`src/rtl/dac_cfg_pkg.sv`:
```
// Shared command codes, word layout and FSM state encoding for the DAC command sequencer.
// Pure definitions: no latency, no backpressure.
package dac_cfg_pkg;

  localparam logic [3:0] CMD_SW_RESET = 4'hF;
  localparam logic [3:0] CMD_INT_REF  = 4'h7;
  localparam logic [3:0] CMD_WR_UPD   = 4'h3;

  localparam int WORD_CMD_LSB  = 20;
  localparam int WORD_ADDR_LSB = 16;
  localparam int WORD_CODE_LSB = 0;

  localparam logic [2:0] ST_IDLE     = 3'd0;
  localparam logic [2:0] ST_INIT_RST = 3'd1;
  localparam logic [2:0] ST_SETTLE   = 3'd2;
  localparam logic [2:0] ST_INIT_REF = 3'd3;
  localparam logic [2:0] ST_CH_WR    = 3'd4;
  localparam logic [2:0] ST_GAP      = 3'd5;
  localparam logic [2:0] ST_DONE     = 3'd6;

  function automatic logic [31:0] make_word(input logic [3:0]  cmd,
                                            input logic [3:0]  addr,
                                            input logic [15:0] code);
    logic [31:0] w;
    w = '0;
    w[WORD_CMD_LSB  +: 4]  = cmd;
    w[WORD_ADDR_LSB +: 4]  = addr;
    w[WORD_CODE_LSB +: 16] = code;
    return w;
  endfunction

endpackage

```
`src/rtl/dac_ch_regfile.sv`:
```
// Per-channel DAC code store with write decode, bypassed read mux and (DAC_DIRTY_ONLY_EN) dirty bits.
// Write takes effect next cycle; read is combinational and sees a same-cycle write. No backpressure.
module dac_ch_regfile #(
  parameter int NUM_CH = 8,
  parameter int CODE_W = 16
) (
  input  logic              clk_i,
  input  logic              rst_n,
  input  logic              wr_en_i,
  input  logic [3:0]        wr_addr_i,
  input  logic [CODE_W-1:0] wr_data_i,
  input  logic [3:0]        rd_addr_i,
  output logic [15:0]       rd_code_o
`ifdef DAC_DIRTY_ONLY_EN
  ,
  input  logic              clr_en_i,
  input  logic [3:0]        clr_addr_i,
  output logic [NUM_CH-1:0] dirty_o
`endif
);

  logic [CODE_W-1:0] code_q [NUM_CH];
  logic [CODE_W-1:0] rd_raw;

  always_ff @(posedge clk_i or negedge rst_n) begin
    if (!rst_n) begin
      for (int i = 0; i < NUM_CH; i++) code_q[i] <= '0;
    end else begin
      for (int i = 0; i < NUM_CH; i++)
        if (wr_en_i && wr_addr_i == 4'(i)) code_q[i] <= wr_data_i;
    end
  end

  // A write landing while the word is being captured must be the value that goes out.
  always_comb begin
    rd_raw = '0;
    for (int i = 0; i < NUM_CH; i++)
      if (rd_addr_i == 4'(i)) rd_raw = code_q[i];
    if (wr_en_i && wr_addr_i == rd_addr_i && int'(wr_addr_i) < NUM_CH) rd_raw = wr_data_i;
    rd_code_o = 16'(rd_raw) << (16 - CODE_W);
  end

`ifdef DAC_DIRTY_ONLY_EN
  always_ff @(posedge clk_i or negedge rst_n) begin
    if (!rst_n) begin
      dirty_o <= '1;
    end else begin
      for (int i = 0; i < NUM_CH; i++) begin
        if (wr_en_i && wr_addr_i == 4'(i))        dirty_o[i] <= 1'b1;
        else if (clr_en_i && clr_addr_i == 4'(i)) dirty_o[i] <= 1'b0;
      end
    end
  end
`endif

endmodule

```
`src/rtl/dac_cmd_sequencer.sv`:
```
// DAC init + per-channel write-and-update word sequencer; DAC_DIRTY_ONLY_EN sends only changed channels.
// Word valid one cycle after state entry, GAP_CYC idle cycles after each transfer; holds word while ready low.
module dac_cmd_sequencer
  import dac_cfg_pkg::*;
#(
  parameter int NUM_CH     = 8,
  parameter int CODE_W     = 16,
  parameter int GAP_CYC    = 4,
  parameter int SETTLE_CYC = 64
) (
  input  logic              clk_i,
  input  logic              rst_n,
  input  logic              start_i,
  input  logic              ch_wr_en_i,
  input  logic [3:0]        ch_wr_addr_i,
  input  logic [CODE_W-1:0] ch_wr_data_i,
  output logic              busy_o,
  output logic              done_o,
  output logic [31:0]       sdo_data_o,
  output logic              sdo_valid_o,
  input  logic              sdo_ready_i
);

  localparam bit NO_GAP = (GAP_CYC == 0);

  logic [2:0]        state, ret_state;
  logic              ret_all;
  logic [3:0]        ch_idx;
  logic [15:0]       cnt;
  logic              init_done, start_q;
  logic [15:0]       rd_code;
  logic [NUM_CH-1:0] send_mask;
  logic              any_first, any_next, present, xfer, start_pulse;
  logic [3:0]        first_idx, next_idx;
  logic [31:0]       word;

`ifdef DAC_DIRTY_ONLY_EN
  dac_ch_regfile #(.NUM_CH(NUM_CH), .CODE_W(CODE_W)) u_regfile (
    .clk_i(clk_i), .rst_n(rst_n),
    .wr_en_i(ch_wr_en_i), .wr_addr_i(ch_wr_addr_i), .wr_data_i(ch_wr_data_i),
    .rd_addr_i(ch_idx), .rd_code_o(rd_code),
    .clr_en_i(xfer && state == ST_CH_WR), .clr_addr_i(ch_idx), .dirty_o(send_mask)
  );
`else
  dac_ch_regfile #(.NUM_CH(NUM_CH), .CODE_W(CODE_W)) u_regfile (
    .clk_i(clk_i), .rst_n(rst_n),
    .wr_en_i(ch_wr_en_i), .wr_addr_i(ch_wr_addr_i), .wr_data_i(ch_wr_data_i),
    .rd_addr_i(ch_idx), .rd_code_o(rd_code)
  );
  assign send_mask = '1;
`endif

  assign start_pulse = start_i && !start_q;
  assign xfer        = sdo_valid_o && sdo_ready_i;
  assign present     = (state == ST_INIT_RST) || (state == ST_INIT_REF) || (state == ST_CH_WR);
  assign busy_o      = (state != ST_IDLE) && (state != ST_DONE);
  assign done_o      = (state == ST_DONE);

  // Lowest channel to send overall, and lowest one after the current index; skipping is free.
  always_comb begin
    any_first = 1'b0;
    first_idx = '0;
    any_next  = 1'b0;
    next_idx  = '0;
    for (int i = NUM_CH - 1; i >= 0; i--) begin
      if (send_mask[i]) begin
        any_first = 1'b1;
        first_idx = 4'(i);
      end
      if (send_mask[i] && 4'(i) > ch_idx) begin
        any_next = 1'b1;
        next_idx = 4'(i);
      end
    end
  end

  always_comb begin
    case (state)
      ST_INIT_RST: word = make_word(CMD_SW_RESET, 4'd0, 16'h0000);
      ST_INIT_REF: word = make_word(CMD_INT_REF, 4'd0, 16'h0001);
      default:     word = make_word(CMD_WR_UPD, ch_idx, rd_code);
    endcase
  end

  always_ff @(posedge clk_i or negedge rst_n) begin
    if (!rst_n) begin
      state       <= ST_IDLE;
      ret_state   <= ST_IDLE;
      ret_all     <= 1'b0;
      ch_idx      <= '0;
      cnt         <= '0;
      init_done   <= 1'b0;
      start_q     <= 1'b0;
      sdo_valid_o <= 1'b0;
      sdo_data_o  <= '0;
    end else begin
      start_q <= start_i;

      if (xfer) begin
        sdo_valid_o <= 1'b0;
      end else if (present && !sdo_valid_o) begin
        sdo_valid_o <= 1'b1;
        sdo_data_o  <= word;
      end

      case (state)
        ST_IDLE, ST_DONE: begin
          if (!start_pulse) begin
            state <= ST_IDLE;
          end else if (!init_done) begin
            state <= ST_INIT_RST;
          end else begin
            state  <= any_first ? ST_CH_WR : ST_DONE;
            ch_idx <= first_idx;
          end
        end
        ST_INIT_RST: if (xfer) begin
          cnt       <= '0;
          state     <= NO_GAP ? ST_SETTLE : ST_GAP;
          ret_state <= ST_SETTLE;
        end
        ST_SETTLE: begin
          if (cnt == 16'(SETTLE_CYC - 1)) state <= ST_INIT_REF;
          else                            cnt   <= cnt + 16'd1;
        end
        ST_INIT_REF: if (xfer) begin
          init_done <= 1'b1;
          cnt       <= '0;
          ret_state <= ST_CH_WR;
          ret_all   <= 1'b1;
          if (!NO_GAP)        state <= ST_GAP;
          else begin
            state  <= any_first ? ST_CH_WR : ST_DONE;
            ch_idx <= first_idx;
          end
        end
        ST_CH_WR: if (xfer) begin
          cnt       <= '0;
          ret_state <= ST_CH_WR;
          ret_all   <= 1'b0;
          if (!NO_GAP)       state <= ST_GAP;
          else begin
            state  <= any_next ? ST_CH_WR : ST_DONE;
            ch_idx <= next_idx;
          end
        end
        ST_GAP: begin
          if (cnt != 16'(GAP_CYC - 1)) begin
            cnt <= cnt + 16'd1;
          end else if (ret_state != ST_CH_WR) begin
            cnt   <= '0;
            state <= ret_state;
          end else if (ret_all) begin
            state  <= any_first ? ST_CH_WR : ST_DONE;
            ch_idx <= first_idx;
          end else begin
            state  <= any_next ? ST_CH_WR : ST_DONE;
            ch_idx <= next_idx;
          end
        end
        default: state <= ST_IDLE;
      endcase
    end
  end

endmodule

```
`config.mk`:
```
export PLATFORM = sky130hd
export DESIGN_NAME = dac_cmd_sequencer
export DESIGN_NICKNAME = d
export VERILOG_FILES = /design/src/rtl/dac_cfg_pkg.sv /design/src/rtl/dac_ch_regfile.sv /design/src/rtl/dac_cmd_sequencer.sv
export SDC_FILE = /design/constraint.sdc
export NUM_CORES = 1
export LEC_CHECK = 0
export ABC_AREA = 1
export CAP_MARGIN = 0
export CORE_MARGIN = 3
export CORE_UTILIZATION = 36
export CTS_CLUSTER_DIAMETER = 80
export DETAILED_ROUTE_END_ITERATION = 16
export RECOVER_POWER = 50
export SYNTH_ARGS = -nofsm -noshare
export SYNTH_HDL_FRONTEND = slang
export SYNTH_SLANG_ARGS = --single-unit
```
`constraint.sdc`:
```
create_clock -name clk_i -period 4.15 [get_ports clk_i]
set_clock_uncertainty 0.1 [all_clocks]
set_input_delay 0.83 -clock clk_i [delete_from_list [all_inputs] [get_ports clk_i]]
set_output_delay 0.83 -clock clk_i [all_outputs]
set_load 0.05 [all_outputs]
```
* Yosys cells after proc, flatten, opt, wreduce, memory -nomap -nowiden *
Index checks and enable logic that the tools add are counted.

word-level totals
  register bits = 190
  input port bits = 25
  output and inout port bits = 35
  word-level logic and storage cells = 156

operators by class
  $add $sub $neg = 1
  $lt $le $gt $ge = 9
  equality and inequality tests = 37
  mux-type cells = 54
  bitwise gates (word level) = 1
  reduce and logical (&&, ||, !) cells = 37

operator list
  operator                                                                 number
  16-bit two-way mux                                                       13
  16-bit one-hot mux with 3 select lines                                   1
  24-bit one-hot mux with 2 select lines                                   1
  3-bit two-way mux                                                        14
  4-bit by 3-bit equality test with 1-bit output (second input constant)   8
  4-bit two-way mux                                                        7
  2-bit != test (second input constant)                                    9
  16-bit by 1-bit adder with 16-bit output (second input constant)         1
  16-bit by 6-bit equality test with 1-bit output (second input constant)  1
  4-bit by 2-bit equality test with 1-bit output (second input constant)   4
  3-bit by 4-bit > comparator with 1-bit output (first input constant)     4
  16-bit by 2-bit != test with 1-bit output (second input constant)        1
  1-bit logical AND                                                        14
  1-bit two-way mux                                                        12
  3-bit one-hot mux with 4 select lines                                    1
  3-bit equality test (second input constant)                              3
  3-bit != test (second input constant)                                    3
  3-bit AND reduction                                                      3
  4-bit by 1-bit equality test with 1-bit output (second input constant)   2
  1-bit by 4-bit > comparator with 1-bit output (first input constant)     2
  2-bit by 4-bit > comparator with 1-bit output (first input constant)     2
  4-bit zero test                                                          2
  4-bit one-hot mux with 2 select lines                                    1
  2-bit nonzero test                                                       4
  18 further kinds                                                         26

* Longest topological paths before layout *
Gate-level depths: netlist of run 1.

  depth after elaboration = 14
  mapped depth = 16
  mapped depth without buffers = 14

* Modules after synthesis *
From an unflattened synthesis of run 1, not the netlist that was laid out.

second synthesis, totals
  cell total of the unflattened synthesis = 1111
  area, all modules = 8817.2 um2

by module, submodules not included
  module             times used  cells an instance  area each (um2)  seq. area each (um2)
  dac_ch_regfile     1           737                6014.5           3203.1
  dac_cmd_sequencer  1           374                2802.7           1251.2

* Worst setup path after synthesis of run 1 *
Ideal clock, no wire load.

  path kind = register to output
  start point = register state[2]
  end point = output done_o
  data arrival time = 1.615 ns
  required time = 3.220 ns
  slack = 1.605 ns
  stages on the path, launching flop included = 3
  path through = dfrtp_1 inv_2 nor3_1

on the way
  longest elaborated chain between the ends = 1

RTL lines
  element                 RTL line                  text
  start, declared         dac_cmd_sequencer.sv:26   logic [2:0] state, ret_state;
  start signal, assigned  dac_cmd_sequencer.sv:113  state <= any_first ? ST_CH_WR : ST_DONE;
  start signal, assigned  dac_cmd_sequencer.sv:119  state <= NO_GAP ? ST_SETTLE : ST_GAP;
  start signal, assigned  dac_cmd_sequencer.sv:133  state <= any_first ? ST_CH_WR : ST_DONE;
  3-bit equality test     dac_cmd_sequencer.sv:57   assign done_o = (state == ST_DONE);
  end, declared           dac_cmd_sequencer.sv:18   output logic done_o,

Every way passes these cells.

* Worst setup path after layout of run 1 *
  start point = register state[1]
  end point = output busy_o

on the way
  longest elaborated chain between the ends = 2
  elaborated cells on any way between the ends = 3
  those cells by class = eq/ne: 1; reduce/logical: 2

RTL lines
  element                                              RTL line                 text
  3-bit != test or 3-bit nonzero test (tied branches)  dac_cmd_sequencer.sv:56  assign busy_o = (state != ST_IDLE) && (state != ST_DONE);
  1-bit logical AND (*)                                dac_cmd_sequencer.sv:56
  end, declared                                        dac_cmd_sequencer.sv:17  output logic busy_o,

Every way passes the cells marked *; elsewhere a longest branch is shown, timed or not.

==> results of run 1 <==
==> critical path, stage by stage (launching register included) <==
cell and delay (ns):
dfrtp_1 0.47, inv_2 0.11, nor2_1 0.05, nor3_1 0.34
inv_1 0.09, clkdlybuf4s50_1 0.73
==> metrics by stage <==
step | util (%) | total power, mW | cells
floorplan | - | 4.23 | 1249
global placement | 40.2 | 4.97 | 1569
detailed placement | 40.2 | 4.99 | 1569
CTS | 42.6 | 6.62 | 1601
global route | 42.4 | 7.05 | 1601
finish | 42.4 | 6.55 | 1601
==> cells in the final DEF, fill, tap and decap left out, types with 2 or more instances in the layout <==
cell type	count
clkinv_4	4
inv_8	4
clkbuf_1	3
nor2_1	53
nor3_4	2
conb_1	9
a21oi_1	75
o211ai_1	5
clkbuf_16	17
nor3_1	8
inv_1	130
nand2_1	452
clkinv_8	4
nand3_1	66
ha_1	4
xor2_1	9
inv_2	6
nand4_1	7
inv_6	2
dlygate4sd3_1	3
o22ai_1	2
xnor2_1	3
dfrtp_1	178
nor2_2	6
o21ai_0	145
clkdlybuf4s50_1	46
nand2_2	2
o21ai_2	3
buf_4	13
nor2_4	2
==> layout make-up <==
class	instances	area [um^2]	area share, %
Multi-Input combinational cell	863	3880	37.1
Timing Repair Buffer	66	621	5.93
Sequential cell	178	4450	42.5
Inverter	138	520	4.97
Clock inverter	14	163	1.55
Clock buffer	18	429	4.10
Tap cell	324	405	3.87
==> layer usage <==
layer,vias up,wire (um),track usage (%)
met5,-,0,0
met4,0,409,5.41
met3,25,737,2.72
met1,3759,12100,27.2
li1,3938,-,-
met2,131,11500,30.7
==> Yosys cell counts (2+ instances only) <==
cell and n:
buf_4 14, nand3_1 66, o21ai_2 3, o21ai_0 145, inv_2 6, clkbuf_1 44, xnor2_1 3, xor2_1 9
a21oi_1 75, nand4_1 7, nor3_2 3, ha_1 4, o211ai_1 5, dfrtp_1 178, buf_2 10, nor2_4 3
nor2_2 4, nor3_1 7, inv_1 130, nand2_2 3, nand2_1 451, o22ai_1 2, nor2_1 54
==> state kept, by name, indices dropped and copies added (netlist names) <==
signal,cells
cnt,16
sdo_data_o,22
ret_state,2
ch_idx,3
state,3
sdo_valid_o,1
u_regfile.code_q,128
init_done,1
start_q,1
ret_all,1
==> kinds of logic (layout without fill, tap and decap cells) <==
family                     Yosys count  count (layout)  share of synthesized area (%)
DFF                                178             178                           48.6
buffers and inverters              208             236                           9.34
AOI/OAI and AO/OA                  235             235                           13.4
adders and majority gates            4               4                          0.546
other                                1               9                         0.0409
and+or+nand+nor                    603             603                           26.9
xor gates and xnor gates            12              12                           1.15
==> path summary, 6_finish.rpt <==
check                                                     to  slack [ns]  cells after the start
max                                                   busy_o        0.99                      5
min                         u_regfile.code_q[61]$_DFFE_PN0P_        0.39                      2
max reg2reg                        sdo_data_o[5]$_DFFE_PN0P_        1.33                     13
min reg2reg                 u_regfile.code_q[61]$_DFFE_PN0P_        0.39                      2
max in group asynchronous  u_regfile.code_q[101]$_DFFE_PN0P_        1.02                      2
min in group asynchronous    u_regfile.code_q[8]$_DFFE_PN0P_        0.86                      1
==> power by group <==
group / internal [mW] / switching [mW] / total (mW)
registers: 2.15 / 0.280 / 2.43
logic: 0.772 / 1.74 / 2.51
clock network: 0.812 / 0.807 / 1.62
==> results.md, run 1 <==
* Setup TNS at 0 ns
* CP Launch Type: flop
* Setup Buffers After CTS at 0
* Post-cts resize count at 0
* Crit. Startpoint: state[1]$_DFFE_PN0P_
* Leakage Power at about 5.2 nW
* Rel. slew slack at -35.8%
* Latest clock arrival within the worst-skew pair at ~0.43 ns
* Synth area leaders: dfrtp_1 (49%), nand2_1 (18%), o21ai_0 (7.9%)
* Hold_sp: u_regfile.code_q[61]$_DFFE_PN0P_
* Via density at ~4.9
* Die H at 166 um
* Ys async rst share at 100%
* Total gr overflow at 0
* Layout cells sized above 1 at between 5 and 6%
* Fmax at approximately 0.32 GHz
* Initial antenna violation count at 0
* Number of global-route vias before repair at around 7.7k
* Fin crit share at between 70% and 80%
* Post-Place Worst Slack at ~1.2 ns
* Kind of critical path: reg2out
* Final critical-path required period at about 3.2 ns
* CTS tree: yes
* Syn. warnings at 0
* CTS Sinks at roughly 180
* Placed Area at ~9900 um^2
* Critical Path Sink Type: primary output
* Num rows at 57
* Cell taking the most area after synthesis: dfrtp_1
* Cell area after synthesis at 9170 um^2
* Unique cell type count in the Yosys netlist at 38
* Crit-path max FO at 5
* Core area at between 20000 and 25000 um^2
* CTS max path bufs at 2
* Die X at between 150 and 200 um
* Vias at 7853
* Worst Setup Slack, final at 0.985 ns
* PwrDens at around 630 nW/um^2
* Placer Congestion at 0.832
* Total track usage at between 10% and 20%
* Antenna Nets Post-Route at 0
* Worst EP required at 3.22 ns
* Setup-failing EPs final at 0
* H-tree Lvls at 4
* Final Hold Fails at 0
* Peak supply drop at roughly 0.45 mV
* Ant. Diodes at 0
* Hold Path Class: reg2reg
* Post-synth EDFFs at 0
* Flops & latches, synth at ~180
* Number of top-level pins at 60
* Final nets at 1293
* Worst-path clk slew at 0.08 ns
* Fill cells at 2606
* Port buffer count at 50
* Synth Instances at 1241
* WL/cell at between 15 and 20 um
* Arrival time worst endpoint at between 2 and 2.5 ns
* Synth top area share at a little under 50%
* Die Area at ~27000 um^2
* Finished Cell Area at 10500 um^2
* Synth Area per Inst at 7.39 um^2
* Drt first pass iters at 5
* Root buffer cell: clkbuf_16
* Largest net degree at the start of global routing at approximately 100
* Sequential-to-total area share from yosys stat at between 40% and 50%
* Drt first-iter violations at 545
* Status: finished with violations
* Synth-to-Final Area Change at 14.3%
* Num CTS Buffers at 17
* Most used DFF post-synth: dfrtp_1
* Worst slew pin tran at 2.04 ns
* Worst reg2reg startpoint: ch_idx[2]$_DFFE_PN0P_
* Effective utilization at floorplan at between 30% and 40%
* Failing checks: max-capacitance violations, max-slew violations
* Hpwl dp at approximately 16 mm
* Max Transition Viols Final at 35
* Post-cts hold buffer count at 0
* Max_cap viols at 1
* Final WL at roughly 25 mm
* Hold slack at approximately 0.39 ns
* # DRC at 0
* RSZ-0062 raised after global routing: false
* First-pass GRT wire length at 41.2 mm
Power figures use the tool's default switching activity.
==> run 2, diff against run 1 <==
==> constraint.sdc (replaced) <==
create_clock -name clk_i -period 3 [get_ports clk_i]
set_clock_uncertainty 0.1 [all_clocks]
set_input_delay 0.6 -clock clk_i [delete_from_list [all_inputs] [get_ports clk_i]]
set_output_delay 0.6 -clock clk_i [all_outputs]
set_load 0.05 [all_outputs]
==> run 2 against run 1 <==
  * Design area rose by 0.14%
  * Clock power rose by 35%
  * The run now ends clean
  * Critical path depth did not move
  * Sequential cell count did not move
==> results.md, run 2 (synthesized netlist as in run 1, its figures left out) <==
* Leakage Power at 5.24 nW
* Worst-path clk slew at ~0.08 ns
* Setup-failing EPs final at 0
* Number of global-route vias before repair at between 7k and 8k
* Via density at between 4 and 5
* Hold Path Class: in2async
* Final Hold Fails at 0
* Post-cts hold buffer count at 0
* Worst Setup Slack, final at 0.127 ns
* Effective utilization at floorplan at a little under two fifths
* H-tree Lvls at 4
* Ant. Diodes at 0
* Die H at between 150 and 200 um
* Worst reg2reg startpoint: state[0]$_DFFE_PN0P_
* Post-cts resize count at 0
* Port buffer count at 50
* Total track usage at 19.5%
* Critical path's slowest cell: clkdlybuf4s50_1
* Drt first-iter violations at 684
* Max reg flops at about 130
* Latest clock arrival within the worst-skew pair at between 0.4 and 0.5 ns
* Max_cap viols at 0
* Largest regs: u_regfile.code_q: 128 flops, sdo_data_o: 22 flops, cnt: 16 flops
* # DRC at 0
* CP Launch Type: flop
* Status: finished, final reports clean
* Final critical-path required period at between 2 and 3 ns
* Slowest cell delay on critical path at approximately 0.71 ns
* Fill cells at ~2.6k
* Hpwl dp at ~17 mm
* Capture point of the worst reg-to-reg path: cnt[8]$_DFFE_PN0P_
* Most common cell after layout, fill and taps aside: nand2_1
* Worst EP required at roughly 2.3 ns
* Setup TNS at 0 ns
* Arrival time worst endpoint at between 2 and 2.5 ns
* Num rows at between 50 and 60
* Die X at between 150 and 200 um
* PwrDens at 865 nW/um^2
* RSZ-0062 raised after global routing: false
* Synth-to-Final Area Change at 14.4%
* Initial antenna violation count at 0
* Die Area at between 20000 and 30000 um^2
* Multi-input gate area at 3880 um^2
* Num CTS Buffers at 17
* Layout cells sized above 1 at about 6.4%
* R2R setup slack at 0.35 ns
* Critical Path Sink Type: primary output
* Kind of critical path: reg2out
* Final WL at ~25 mm
* Total gr overflow at 0
* Antenna Nets Post-Route at 0
* Peak supply drop at ~0.64 mV
* Area occupied by registers at around 4500 um^2
* Root buffer cell: clkbuf_16
* Hold slack at 0.324 ns
* Setup Buffers After CTS at 0
* Number of top-level pins at 60
* Placer Congestion at ~0.84
* CTS Sinks at between 150 and 200
* Crit. Startpoint: state[1]$_DFFE_PN0P_
* First-pass GRT wire length at about 42 mm
* Cells after DPL at roughly 1.6k
* Power, Total at 9.08 mW
* Rel. slew slack at 12.3%
* Drt first pass iters at 5
* Fin crit share at ~96%
* Core area at 24700 um^2
* Layout Cells excl Fill at 1608
* Most frequent cells in the layout: nand2_1 (451), dfrtp_1 (178), o21ai_0 (145), inv_1 (131), a21oi_1 (75)
* Post-Place Worst Slack at approximately 0.45 ns
* Cell count of the worst reg-to-reg path at 10
* Largest net degree at the start of global routing at a little under 60
* CTS max path bufs at 2
* WL/cell at roughly 16 um
* Fmax at 0.348 GHz
* Worst setup path endpoint: busy_o
* Crit-path max FO at 5
* Max Transition Viols Final at 0
* Vias at ~8k
* Final nets at approximately 1.3k
* Top reg by flops: u_regfile.code_q
* CTS tree: yes
* Cell Chain, Critical Path: inv_2, nor2_1, nor3_1, inv_1, clkdlybuf4s50_1
* Worst slew pin tran at between 1 and 1.5 ns
[run 2: cell count changes in the layout (fill, tap and decap cells not counted), sizes merged]
cell,delta
clkinvlp,+3
clkbuf,+1
clkinv,-5
inv,+2
buf,+6
[run 2: worst min path at each step]
stage,start,end,slack (ns),cells past startpoint
2_1_floorplan,rst_n,ch_idx[0]$_DFFE_PN0P_,0.20,0
3_3_place_gp,u_regfile.code_q[50]$_DFFE_PN0P_,u_regfile.code_q[50]$_DFFE_PN0P_,0.36,2
3_5_place_dp,sdo_data_o[0]$_DFFE_PN0P_,sdo_data_o[0]$_DFFE_PN0P_,0.36,2
4_1_cts,rst_n,u_regfile.code_q[24]$_DFFE_PN0P_,0.02,1
5_1_grt,u_regfile.code_q[114]$_DFFE_PN0P_,u_regfile.code_q[114]$_DFFE_PN0P_,0.40,2
6_report,rst_n,u_regfile.code_q[24]$_DFFE_PN0P_,0.32,1
[run 2: final cells by class]
type | count | area share (%)
inverters | 138 | 4.96
repair buffers | 74 | 6.30
clock inverters | 14 | 1.35
multi-input cells | 863 | 37.0
clock buffers | 17 | 4.06
flip-flops and latches | 178 | 42.5
well taps | 324 | 3.86
[run 2: metrics by stage]
step | utilization [%] | cell area [um^2]
after floorplan | - | 9200
after global placement | 40.5 | 9980
after detailed placement | 40.5 | 9980
after CTS | 42.8 | 10600
after global routing | 42.5 | 10500
final | 42.5 | 10500
[run 2: routing by layer]
metal	part of all wire (%)	track usage, %
met5	0	0
met4	1.7	5.71
met3	5.3	3.02
met2	46	30.5
met1	47	28.2
[run 2: worst max-delay path: cells and delay by family, from the launching register on]
kind	cells	cell delay, ns
flip-flops	1	0.46
buffers and inverters	3	0.91
AND/OR/NAND/NOR	2	0.37
[run 2: where the power goes]
part | switching [mW] | internal, mW | leakage (nW) | total [mW]
sequential | 0.384 | 2.97 | 2.25 | 3.35
combinational | 2.46 | 1.09 | 2.72 | 3.55
clock | 1.08 | 1.10 | 0.269 | 2.18
total | 3.91 | 5.16 | 5.24 | 9.08
==> RTL edit (config.mk and constraints of run 2) <==
`NUM_CH` is set to 8 in 2 places; all go to 4.
--- a/src/rtl/dac_ch_regfile.sv
+++ b/src/rtl/dac_ch_regfile.sv
@@ -2,5 +2,5 @@
 // Write takes effect next cycle; read is combinational and sees a same-cycle write. No backpressure.
 module dac_ch_regfile #(
-  parameter int NUM_CH = 8,
+  parameter int NUM_CH = 4,
   parameter int CODE_W = 16
 ) (
--- a/src/rtl/dac_cmd_sequencer.sv
+++ b/src/rtl/dac_cmd_sequencer.sv
@@ -4,5 +4,5 @@
   import dac_cfg_pkg::*;
 #(
-  parameter int NUM_CH     = 8,
+  parameter int NUM_CH     = 4,
   parameter int CODE_W     = 16,
   parameter int GAP_CYC    = 4,
Function: no difference found for any inputs over 10 cycles, from zero or initial values and one cycle with rst_n low; that may be too few to reach the edited logic, so the function may still have changed.
==> RTL edit against run 2 <==
Cell count fell by 38%; global-route usage fell by 3.0 points; maximum frequency rose by 7.9%; largest power group unchanged; synthesized cell count fell by 40%; area after synthesis fell by 37%; largest cell class unchanged; total power fell by 39%; design area fell by 36%; sequential cell count fell by 66; combinational power fell by 38%; non-clock buffer count fell by 10; worst setup slack improved by 0.21 ns; wire length fell by 44%.
==> RTL edit: results (changes against run 2) <==
Run status
  – Status: completed

Final layout
  – Top flop regs: u_regfile.code_q x64, sdo_data_o x21, cnt x16
  – Finished Layout Cells: 1004 (-38%)
  – Share of post-route cells with drive strength above 1: 6.56% (+0.17 points)

Global routing
  – Global-route usage over all layers: 16.5% (-3.0 points)
  – Largest net degree at the start of global routing: 43 (-26%)
  – M2 GR Usage: 24.4% (-6.1 points)
  – Met3 Track Usage GR: 4.41% (+1.4 points)

Critical path
  – WP data arrival: 1.96 ns (-0.21 ns)

Synth
  – Post-synthesis sequential area ratio: 48.7% (+0.074 points)
  – Top cells by count, synth: 255 x nand2_1, 112 x dfrtp_1, 86 x o21ai_0
  – Synth top area cells: dfrtp_1 49%, nand2_1 17%, o21ai_0 7.5%
  – Synth unique cells: 32 (-16%)

Pwr
  – Leak pwr: 3.26 nW (-38%)
  – Switching Share: 42.4% (-0.71 points)

Placed design
  – Port-buffer cells: 49 (-2.0%)
  – Dpl ws: 0.582 ns (+0.135 ns)
  – RePlAce Congestion: 0.822 (-2.5%)

Detailed routing
  – Met2 WL: 6140 um (-47%)
  – Wire per inst: 14.2 um (-10%)
  – DR pass1 iterations: 6 (+1)
  – DR iter-0 viols: 376 (-45%)
  – DR WL met3: 605 um (-55%)

Clock tree
  – H-tree Lvls: 3 (-1)
  – CTS Buf Count: 9 (-8)
==> RTL edit: worst max-delay path, cell delays in order (launching register included) <==
cell and delay, ns:
dfrtp_1 0.44, inv_2 0.17, o21ai_0 0.14, inv_1 0.07, clkdlybuf4s50_1 0.79
==> RTL edit: cells by family after synthesis <==
kind of cell	share of synthesized area, %
simple gates	27.5
compound gates	13.5
flops	48.7
buf+inv	7.74
xor+xnor	1.22
fa+ha+maj	1.30
other cells	0.0651
==> RTL edit: power by group through the flow <==
stage          registers, mW  clock network (mW)  logic, mW
2_1_floorplan           2.32                   0       1.40
3_3_place_gp            2.10                   0       2.21
3_5_place_dp            2.09                   0       2.22
4_1_cts                 2.07                1.29       2.23
5_1_grt                 2.12                1.35       2.45
6_report                2.07                1.25       2.20
==> RTL edit: layout make-up <==
class	instances	area [um^2]
clock buffer	11	243
timing repair buffer	64	581
fill	1582	8730
inverter	54	203
clock inverter	5	63.8
sequential	112	2800
multi-input combinational	547	2540
tap	211	264
==> RTL edit: worst paths after layout <==
| check | to | startpoint | slack, ns | depth (start not counted) |
|---|---|---|---|---|
| worst max-delay path | busy_o | state[2] | 0.34 | 4 |
| worst min-delay path | cnt[12] | rst_n | 0.35 | 1 |
| worst max register to register | sdo_valid_o | state[1] | 0.62 | 8 |
| worst min register to register | sdo_data_o[3] | sdo_data_o[3] | 0.38 | 2 |
| max in group asynchronous | sdo_data_o[14] | rst_n | 0.80 | 2 |
| min in group clk_i | sdo_data_o[3] | sdo_data_o[3] | 0.38 | 2 |
==> RTL edit: metrics by stage <==
stage,hold slack [ns],instance area [um^2]
6_report,0.347,6700
5_1_grt,0.399,6700
4_1_cts,0.159,6730
3_5_place_dp,0.368,6430
3_3_place_gp,0.366,6430
2_1_floorplan,0.204,5790
